## src/rtl/shift_reg_pkg.sv

```systemverilog
`default_nettype none
// ============================================================================
// Module      : shift_reg_pkg
// Description : Mode codes, burst states and burst directions shared by the
//               universal shift register and its burst controller.
// Revision    : 1.0 - initial release
// ============================================================================
package shift_reg_pkg;

    localparam logic [2:0] MODE_HOLD = 3'b000;
    localparam logic [2:0] MODE_SHR  = 3'b001;
    localparam logic [2:0] MODE_SHL  = 3'b010;
    localparam logic [2:0] MODE_ROR  = 3'b011;
    localparam logic [2:0] MODE_ROL  = 3'b100;
    localparam logic [2:0] MODE_LOAD = 3'b101;
    localparam logic [2:0] MODE_ASR  = 3'b110;
    localparam logic [2:0] MODE_CLR  = 3'b111;

    typedef enum logic [1:0] {
        ST_IDLE = 2'd0,
        ST_RUN  = 2'd1,
        ST_FIN  = 2'd2
    } burst_state_e;

    localparam logic DIR_R = 1'b0;
    localparam logic DIR_L = 1'b1;

endpackage
`default_nettype wire

```

## src/rtl/shift_burst_ctrl.sv

```systemverilog
`default_nettype none
// ============================================================================
// Module      : shift_burst_ctrl
// Description : Burst sequencer: accepts start, clamps the length, counts
//               shifts down and produces busy/done plus datapath strobes.
// Revision    : 1.0 - initial release
// ============================================================================
module shift_burst_ctrl
    import shift_reg_pkg::*;
#(
    parameter int WIDTH = 8,
    parameter int CNT_W = $clog2(WIDTH + 1)
) (
    input  logic             clk,
    input  logic             rst_n,
    input  logic             en,
    input  logic             start,
    input  logic [CNT_W-1:0] len,
    input  logic             dir,
    output logic             busy,
    output logic             done,
    output logic             shift_stb,
    output logic             dir_lat,
    output logic             load_stb
);

    localparam logic [CNT_W-1:0] C_LEN_MAX = CNT_W'(WIDTH);

    burst_state_e     state_q;
    logic [CNT_W-1:0] cnt_q;
    logic             dir_q;
    logic             busy_q;
    logic             done_q;
    logic [CNT_W-1:0] w_len_clamp;

    assign w_len_clamp = (len > C_LEN_MAX) ? C_LEN_MAX : len;
    // Start may retrigger from FIN so back-to-back bursts leave no idle gap.
    assign load_stb    = en & start & (state_q != ST_RUN);
    assign shift_stb   = en & (state_q == ST_RUN);
    assign busy        = busy_q;
    assign done        = done_q;
    assign dir_lat     = dir_q;

    always_ff @(posedge clk or negedge rst_n) begin
        if (!rst_n) begin
            state_q <= ST_IDLE;
            cnt_q   <= '0;
            dir_q   <= DIR_R;
            busy_q  <= 1'b0;
            done_q  <= 1'b0;
        end else if (en) begin
            if (start && (state_q != ST_RUN)) begin
                cnt_q <= w_len_clamp;
                dir_q <= dir;
                if (w_len_clamp != '0) begin
                    state_q <= ST_RUN;
                    busy_q  <= 1'b1;
                    done_q  <= 1'b0;
                end else begin
                    state_q <= ST_FIN;
                    busy_q  <= 1'b0;
                    done_q  <= 1'b1;
                end
            end else begin
                case (state_q)
                    ST_RUN: begin
                        cnt_q <= cnt_q - 1'b1;
                        if (cnt_q == CNT_W'(1)) begin
                            state_q <= ST_FIN;
                            busy_q  <= 1'b0;
                            done_q  <= 1'b1;
                        end
                    end
                    ST_FIN: begin
                        state_q <= ST_IDLE;
                        done_q  <= 1'b0;
                    end
                    default: begin
                        state_q <= ST_IDLE;
                    end
                endcase
            end
        end
    end

endmodule
`default_nettype wire

```

## src/rtl/univ_shift_reg.sv

```systemverilog
`default_nettype none
// ============================================================================
// Module      : univ_shift_reg
// Description : Parametrised universal shift register with eight modes and a
//               load-then-shift burst serialiser.
// Revision    : 1.0 - initial release
// ============================================================================
module univ_shift_reg
    import shift_reg_pkg::*;
#(
    parameter  int WIDTH = 8,
    localparam int CNT_W = $clog2(WIDTH + 1)
) (
    input  logic             clk,
    input  logic             rst_n,
    input  logic             en,
    input  logic [2:0]       mode,
    input  logic             s_in_msb,
    input  logic             s_in_lsb,
    input  logic [WIDTH-1:0] p_in,
    input  logic             start,
    input  logic [CNT_W-1:0] len,
    input  logic             dir,
    output logic [WIDTH-1:0] q,
    output logic             s_out_lsb,
    output logic             s_out_msb,
    output logic             busy,
    output logic             done
);

    logic [WIDTH-1:0] q_q;
    logic [WIDTH-1:0] q_d;
    logic             w_busy;
    logic             w_shift;
    logic             w_load;
    logic             w_dir;

    shift_burst_ctrl #(
        .WIDTH (WIDTH),
        .CNT_W (CNT_W)
    ) u_ctrl (
        .clk       (clk),
        .rst_n     (rst_n),
        .en        (en),
        .start     (start),
        .len       (len),
        .dir       (dir),
        .busy      (w_busy),
        .done      (done),
        .shift_stb (w_shift),
        .dir_lat   (w_dir),
        .load_stb  (w_load)
    );

    // Priority: burst load, then burst shift, then the free-running mode.
    always_comb begin
        q_d = q_q;
        if (w_load) begin
            q_d = p_in;
        end else if (w_shift) begin
            q_d = (w_dir == DIR_L) ? {q_q[WIDTH-2:0], s_in_lsb}
                                   : {s_in_msb, q_q[WIDTH-1:1]};
        end else if (en && !w_busy) begin
            case (mode)
                MODE_HOLD: q_d = q_q;
                MODE_SHR:  q_d = {s_in_msb, q_q[WIDTH-1:1]};
                MODE_SHL:  q_d = {q_q[WIDTH-2:0], s_in_lsb};
                MODE_ROR:  q_d = {q_q[0], q_q[WIDTH-1:1]};
                MODE_ROL:  q_d = {q_q[WIDTH-2:0], q_q[WIDTH-1]};
                MODE_LOAD: q_d = p_in;
                MODE_ASR:  q_d = {q_q[WIDTH-1], q_q[WIDTH-1:1]};
                MODE_CLR:  q_d = '0;
                default:   q_d = q_q;
            endcase
        end
    end

    always_ff @(posedge clk or negedge rst_n) begin
        if (!rst_n) begin
            q_q <= '0;
        end else begin
            q_q <= q_d;
        end
    end

    assign q         = q_q;
    assign s_out_lsb = q_q[0];
    assign s_out_msb = q_q[WIDTH-1];
    assign busy      = w_busy;

endmodule
`default_nettype wire

```

## config.mk

```make
export PLATFORM = sky130hd
export DESIGN_NAME = univ_shift_reg
export DESIGN_NICKNAME = d
export VERILOG_FILES = /design/src/rtl/shift_reg_pkg.sv /design/src/rtl/shift_burst_ctrl.sv /design/src/rtl/univ_shift_reg.sv
export SDC_FILE = /design/constraint.sdc
export NUM_CORES = 1
export LEC_CHECK = 0
export CAP_MARGIN = 20
export CORE_MARGIN = 1.5
export CORE_UTILIZATION = 51
export DETAILED_ROUTE_END_ITERATION = 7
export PLACE_DENSITY = 0.81
export SLEW_MARGIN = 20
export SYNTH_ARGS = -nofsm -noshare
export SYNTH_HDL_FRONTEND = slang
export SYNTH_SLANG_ARGS = --single-unit
```

## constraint.sdc

```tcl
create_clock -name clk -period 2.1 [get_ports clk]
set_clock_uncertainty 0.1 [all_clocks]
set_input_delay 0.63 -clock clk [delete_from_list [all_inputs] [get_ports clk]]
set_output_delay 0.63 -clock clk [all_outputs]
set_load 0.005 [all_outputs]
```

==> flow_summary.json, run 1 <==
{
  "io_pins": 34,
  "fin_crit_ns": 2.03,
  "critPathTopFamily": "buffers and inverters",
  "dr_total_vias": 1719,
  "end_kind": "flip-flop",
  "viasPerCell": 6.23,
  "synthesis.area_um2": 1630,
  "p_seq_frac": 0.330,
  "cp_num_buf_inv": 2,
  "synth-xor-area-share": 0.00537,
  "multi_input_area_um2": 1040,
  "tightestPinTransition_ns": 0.494,
  "cts.sinks": 17,
  "antenna_found_initial": 0,
  "post-dp-hpwl_mm": 3.29,
  "synth-main-ff-cell": "dfrtp_1",
  "grt_usage": 0.255,
  "holdBufCountCts": 0,
  "die_w_um": 59.5,
  "syn_to_final_growth_pct": 29.2,
  "maxCapViolCount": 0,
  "drive_gt1_frac": 0.172,
  "drc": 0,
  "max_stage_delay_ns": 0.50,
  "synth_top_area_frac": 0.261,
  "grt_overflow_total": 0,
  "cp_slowest_cell": "clkdlybuf4s50_1",
  "htreeDepth": 1,
  "post-route-util": 0.690,
  "num-fill-cells": 258,
  "syn_nets": 219,
  "synthMuxAreaShare": 0.107,
  "whs_ns": 0.446,
  "placed_area_um2": 2070,
  "synth_top_family_by_area": "compound AO/OA/AOI/OAI gates",
  "combPwrFrac": 0.592,
  "setup_viol": 0,
  "dr.pass1.iters": 4,
  "path_class": "in -> reg",
  "wl_per_cell_um": 15.8,
  "coreArea_um2": 3050,
  "p_per_area_nw_per_um2": 1050,
  "synth_edf_count": 0,
  "grt_max_degree": 26,
  "post_cts.repair.setup_buffers": 0,
  "switching_share": 0.419,
  "synth_area_leaders": "dfrtp_1 26%, mux2i_1 8.6%, a221o_1 6.1%",
  "gp_congestion": 0.898,
  "rsz0062_at_grt": "false",
  "seq_area_um2": 430,
  "ctsRootBufferMaster": "clkbuf_4",
  "finalMaxSlewViolations": 0,
  "syn_area_per_cell_um2": 8.36,
  "cts_tree": "built",
  "yosysWarnings": 0,
  "fmax_ghz": 0.492,
  "p_int_mw": 1.28,
  "yosysUniqueCellTypes": 49,
  "cts_made_buffers": 3,
  "ys_ff_latch": 17,
  "peakVddDrop_mv": 0.389,
  "worstPathArrival_ns": 2.10,
  "p_switching_uw": 927,
  "synth-simple-area-share": 0.225,
  "outcome": "finished, final reports clean",
  "relSlewSlack": 0.667,
  "yosys-top-cells-count": "18 x a21oi_1, 17 x dfrtp_1, 14 x mux2i_1, 14 x nand2_1, 12 x nor2_1",
  "yosysTopAreaCell": "dfrtp_1",
  "grt_pass1_vias": 1564,
  "antenna_left": 0,
  "port_buffers": 33,
  "yosysSeqAreaShare": 0.261,
  "yosys.area_share.adder": 0.0153,
  "leakage_nw": 0.899,
  "period_share": 0.968,
  "clk_latency_ns": 0.28,
  "async_flop_share": 1.00,
  "synth_cells": 195,
  "grt_pass1_wl_mm": 7.09,
  "yosysMostFrequentCell": "a21oi_1",
  "hold_class": "reg -> reg",
  "synth_compound_area_frac": 0.282,
  "pwr-share-clk": 0.078,
  "routed_wl_mm": 4.35,
  "floorplan.die_area_um2": 3550,
  "n_antenna_cell": 0,
  "hold_viol": 0,
  "worstPathMaxFanout": 25,
  "design_area_um2": 2110,
  "crit_path_cell_trace": "clkdlybuf4s50_1 > buf_12 > and4b_1 > a21oi_1 > nand3_1 > a221o_1",
  "cts.path.max_buffers": 2,
  "cp-start-kind": "input port",
  "fin_nets": 257,
  "clkTransAtPathRegs_ns": 0.10,
  "initialDrtViolationCount": 191,
  "initial_core_util": 0.534,
  "die-height_um": 59.5,
  "rows": 20,
  "worstPathRequired_ns": 2.17
}
-- placed cells by master (no fill, tap or decap), types with 2 or more instances in the layout --
master,Yosys,routed
ha_1,2,2
dfrtp_2,0,4
dfrtp_1,17,13
buf_12,0,2
inv_1,6,6
mux2_2,3,3
a211o_1,6,6
nor2_2,2,3
nor3_1,3,3
clkbuf_4,0,3
o22ai_1,2,2
buf_4,7,22
a31oi_1,2,2
mux2i_1,14,14
nand2b_1,6,6
a32oi_1,2,2
nand3b_1,3,3
o21bai_1,2,2
a221o_1,10,10
a21oi_1,18,18
nor2b_1,3,3
o2bb2ai_1,3,3
and4b_1,5,5
nand4b_1,2,2
nor2_1,12,11
o21ai_0,7,7
nand3_1,6,6
nand2_1,14,14
clkdlybuf4s50_1,0,33
-- flip-flops by register name (all words and copies together), names as in the netlist --
signal and cells:
q 8, u_ctrl.dir_lat 1, u_ctrl.done 1, u_ctrl.state_q 2, u_ctrl.busy 1, u_ctrl.cnt_q 4
-- layout make-up --
class | instances | area share
Clock buffer | 4 | 0.0125
Inverter | 6 | 0.0107
Multi-Input combinational cell | 148 | 0.492
Timing Repair Buffer | 57 | 0.254
Tap cell | 44 | 0.0261
Sequential cell | 17 | 0.204
-- layer usage --
| metal | GRT usage | routed length (um) | up-vias |
|---|---|---|---|
| li1 | - | - | 799 |
| met1 | 0.348 | 1890 | 829 |
| met2 | 0.433 | 2160 | 83 |
| met3 | 0.0197 | 249 | 8 |
| met4 | 0.0667 | 49 | 0 |
| met5 | 0 | 0 | - |
-- kinds of logic (layout without fill, tap and decap cells) --
family          count (synthesis)  in the layout
simple gates                   64             64
flops                          17             17
mux                            17             17
buf+inv                        30             67
fa+ha+maj                       2              2
compound gates                 64             64
xor+xnor                        1              1
-- final timing paths --
kind	startpoint	end	slack, ns	cells after the start
worst max-delay path	mode[1]	q[4]	0.07	6
worst min-delay path	u_ctrl.cnt_q[3]	u_ctrl.cnt_q[3]	0.45	1
worst max register to register	u_ctrl.state_q[1]	q[2]	0.41	4
worst min register to register	u_ctrl.cnt_q[3]	u_ctrl.cnt_q[3]	0.45	1
max in group asynchronous	rst_n	q[5]	1.13	2
min in group asynchronous	rst_n	u_ctrl.cnt_q[0]	0.56	2
-- stage by stage --
step / instances / setup TNS [ns] / power [mW] / setup WS, ns
final: 276 / 0 / 2.21 / 0.0672
after global routing: 276 / 0 / 2.37 / 0.00113
after CTS: 276 / 0 / 2.19 / 0.0685
after detailed placement: 272 / -1.76 / 2.00 / -0.235
after global placement: 272 / -1.31 / 1.94 / -0.187
after floorplan: 195 / 0 / 1.50 / 0.358
-- power groups by stage --
stage          logic (mW)  registers [mW]  clock network, mW
2_1_floorplan       0.910           0.586                  0
3_3_place_gp         1.24           0.704                  0
4_1_cts              1.29           0.720              0.175
5_1_grt              1.43           0.752              0.189
6_report             1.31           0.730              0.171
3_5_place_dp         1.28           0.718                  0
-- timing repair --
item                       4_1_cts  5_1_grt
setup endpoints to repair        5        3
hold endpoints to repair         0        0
gates cloned                     0        0
gates resized for setup          4        1
Power figures use the tool's default switching activity.
==> inputs of run 2 (changes only) <==
- ABC_CLOCK_PERIOD_IN_PS: default -> 1800
- CORE_UTILIZATION: 51 -> 46
- GPL_TIMING_DRIVEN: default -> 0
- PLACE_DENSITY: 0.81 -> 0.77
- clock period: 2.1 -> 1.8 ns (I/O delays scaled with it)
==> flow_summary.json, run 2 (synthesis gave the netlist of run 1 again) <==
{
  "design_area_um2": 2160,
  "end_kind": "output port",
  "fin_crit_ns": 1.76,
  "floorplan.die_area_um2": 3910,
  "rows": 21,
  "cp-start-kind": "flip-flop",
  "dr.pass1.iters": 5,
  "routed_wl_mm": 4.53,
  "worstPathMaxFanout": 3,
  "final_cell_mix": "18 x a21oi_1, 16 x buf_4, 16 x clkdlybuf4s50_1, 15 x dfrtp_1, 14 x mux2i_1",
  "grt_pass1_vias": 1573,
  "timing.rr.start": "u_ctrl.state_q[1]",
  "switching_share": 0.420,
  "setup_ws_ns": 0.0416,
  "grt_max_degree": 18,
  "crit_start": "q[0]",
  "clk_latency_ns": 0.28,
  "num-fill-cells": 320,
  "p_seq_frac": 0.259,
  "grt_overflow_total": 0,
  "relSlewSlack": 0.460,
  "worstPathRequired_ns": 1.16,
  "antenna_left": 0,
  "largest_reg_flops": 8,
  "die_w_um": 62.5,
  "tightestPinTransition_ns": 0.808,
  "layout_commonest_cell": "a21oi_1",
  "met3_usage": 0.0306,
  "grt_pass1_wl_mm": 7.54,
  "pre_cts_slack_ns": -0.478,
  "seq_area_um2": 428,
  "maxCapViolCount": 0,
  "post-dp-hpwl_mm": 3.15,
  "pwr-share-clk": 0.079,
  "leakage_nw": 1.02,
  "met1_usage": 0.322,
  "io_pins": 34,
  "wl_per_cell_um": 15.8,
  "htreeDepth": 1,
  "dp.cells": 272,
  "cp_num_buf_inv": 2,
  "fin_nets": 266,
  "period_share": 0.977,
  "coreArea_um2": 3360,
  "antenna_found_initial": 0,
  "path_class": "reg -> out",
  "setup_viol": 0,
  "peakVddDrop_mv": 0.440,
  "post-route-util": 0.641,
  "cts.sinks": 17,
  "initialDrtViolationCount": 94,
  "drc": 0,
  "p_per_area_nw_per_um2": 1220,
  "finalSetupTns_ns": 0,
  "fin_cells": 287,
  "grt_usage": 0.233,
  "port_buffers": 31,
  "cts.path.max_buffers": 2,
  "rsz0062_at_grt": "false",
  "p_int_mw": 1.53,
  "outcome": "finished, final reports clean",
  "gp_congestion": 0.897,
  "syn_to_final_growth_pct": 32.3,
  "drive_gt1_frac": 0.187,
  "ctsRootBufferMaster": "clkbuf_4",
  "n_antenna_cell": 0,
  "hold_start": "u_ctrl.cnt_q[3]",
  "max_stage_delay_ns": 0.45,
  "clkTransAtPathRegs_ns": 0.10,
  "initial_core_util": 0.485,
  "fmax_ghz": 0.569,
  "die-height_um": 62.5,
  "dr_total_vias": 1732,
  "cts_made_buffers": 3,
  "critPathTopFamily": "flip-flops",
  "cts_tree": "built",
  "cp_slowest_cell": "dfrtp_2",
  "crit_path_cell_trace": "buf_4 > dlygate4sd2_1",
  "p_switching_mw": 1.10,
  "hold_class": "reg -> reg",
  "busiest_layer": "met2",
  "hold_viol": 0,
  "finalMaxSlewViolations": 0,
  "multi_input_area_um2": 1050,
  "use_met2": 0.376,
  "viasPerCell": 6.03,
  "worstPathArrival_ns": 1.12,
  "combPwrFrac": 0.662,
  "placed_area_um2": 2000
}
## run 2: changes by cell type in the layout (fill, tap and decap cells not counted), sizes merged
| cell | previous run | this run |
|---|---|---|
| clkdlybuf4s50 | 33 | 16 |
| buf | 24 | 28 |
| clkdlybuf4s15 | 0 | 1 |
| dlygate4sd2 | 0 | 8 |
| clkbuf | 4 | 11 |
| dlymetal6s2s | 0 | 6 |
## run 2: power by group through the flow
stage               combinational (mW)  clock, mW  sequential (mW)
floorplan                         1.06          0            0.684
global placement                  1.55          0            0.715
detailed placement                1.58          0            0.723
CTS                               1.72      0.215            0.685
global route                      1.90      0.230            0.705
finish                            1.74      0.208            0.681
## run 2: worst register-to-register path: stages (launching register included)
cell,delay (ns)
dfrtp_1,0.45
and2b_1,0.30
nor2_1,0.09
and3_1,0.18
buf_6,0.13
a221o_1,0.31
## run 2: layout make-up
type,count,area share
timing repair buffer,42,0.183
clock buffer,4,0.0122
sequential,17,0.198
inverter,6,0.0104
buffer,24,0.0806
tap,46,0.0267
multi-input combinational,148,0.488
## run 2: path summary, 6_finish.rpt
path	to	slack [ns]	depth (start not counted)
hold / removal	u_ctrl.cnt_q[3]	0.46	1
max in group asynchronous	q[0]	0.44	1
setup reg to reg	q[0]	0.13	5
min in group asynchronous	q[7]	0.61	1
setup / recovery	q[0]	0.04	2
hold reg to reg	u_ctrl.cnt_q[3]	0.46	1
## run 2: per-stage QoR
stage / hold WS, ns / power (mW)
3_3_place_gp: 0.424 / 2.27
3_5_place_dp: 0.436 / 2.30
5_1_grt: 0.498 / 2.84
2_1_floorplan: 0.144 / 1.75
4_1_cts: 0.468 / 2.62
6_report: 0.456 / 2.63
## run 2: repair_timing
item,CTS,global route
pin swaps,1,0
buffers inserted,9,1
gates cloned,1,0
endpoints found under the setup margin,17,7
hold buffers,0,0
gates resized for setup,24,7
## run 2: per-layer routing
layer | share of wire | routed length [um]
met3 | 0.044 | 201
met4 | 0.018 | 80
met1 | 0.47 | 2120
met2 | 0.47 | 2120
met5 | 0 | 0
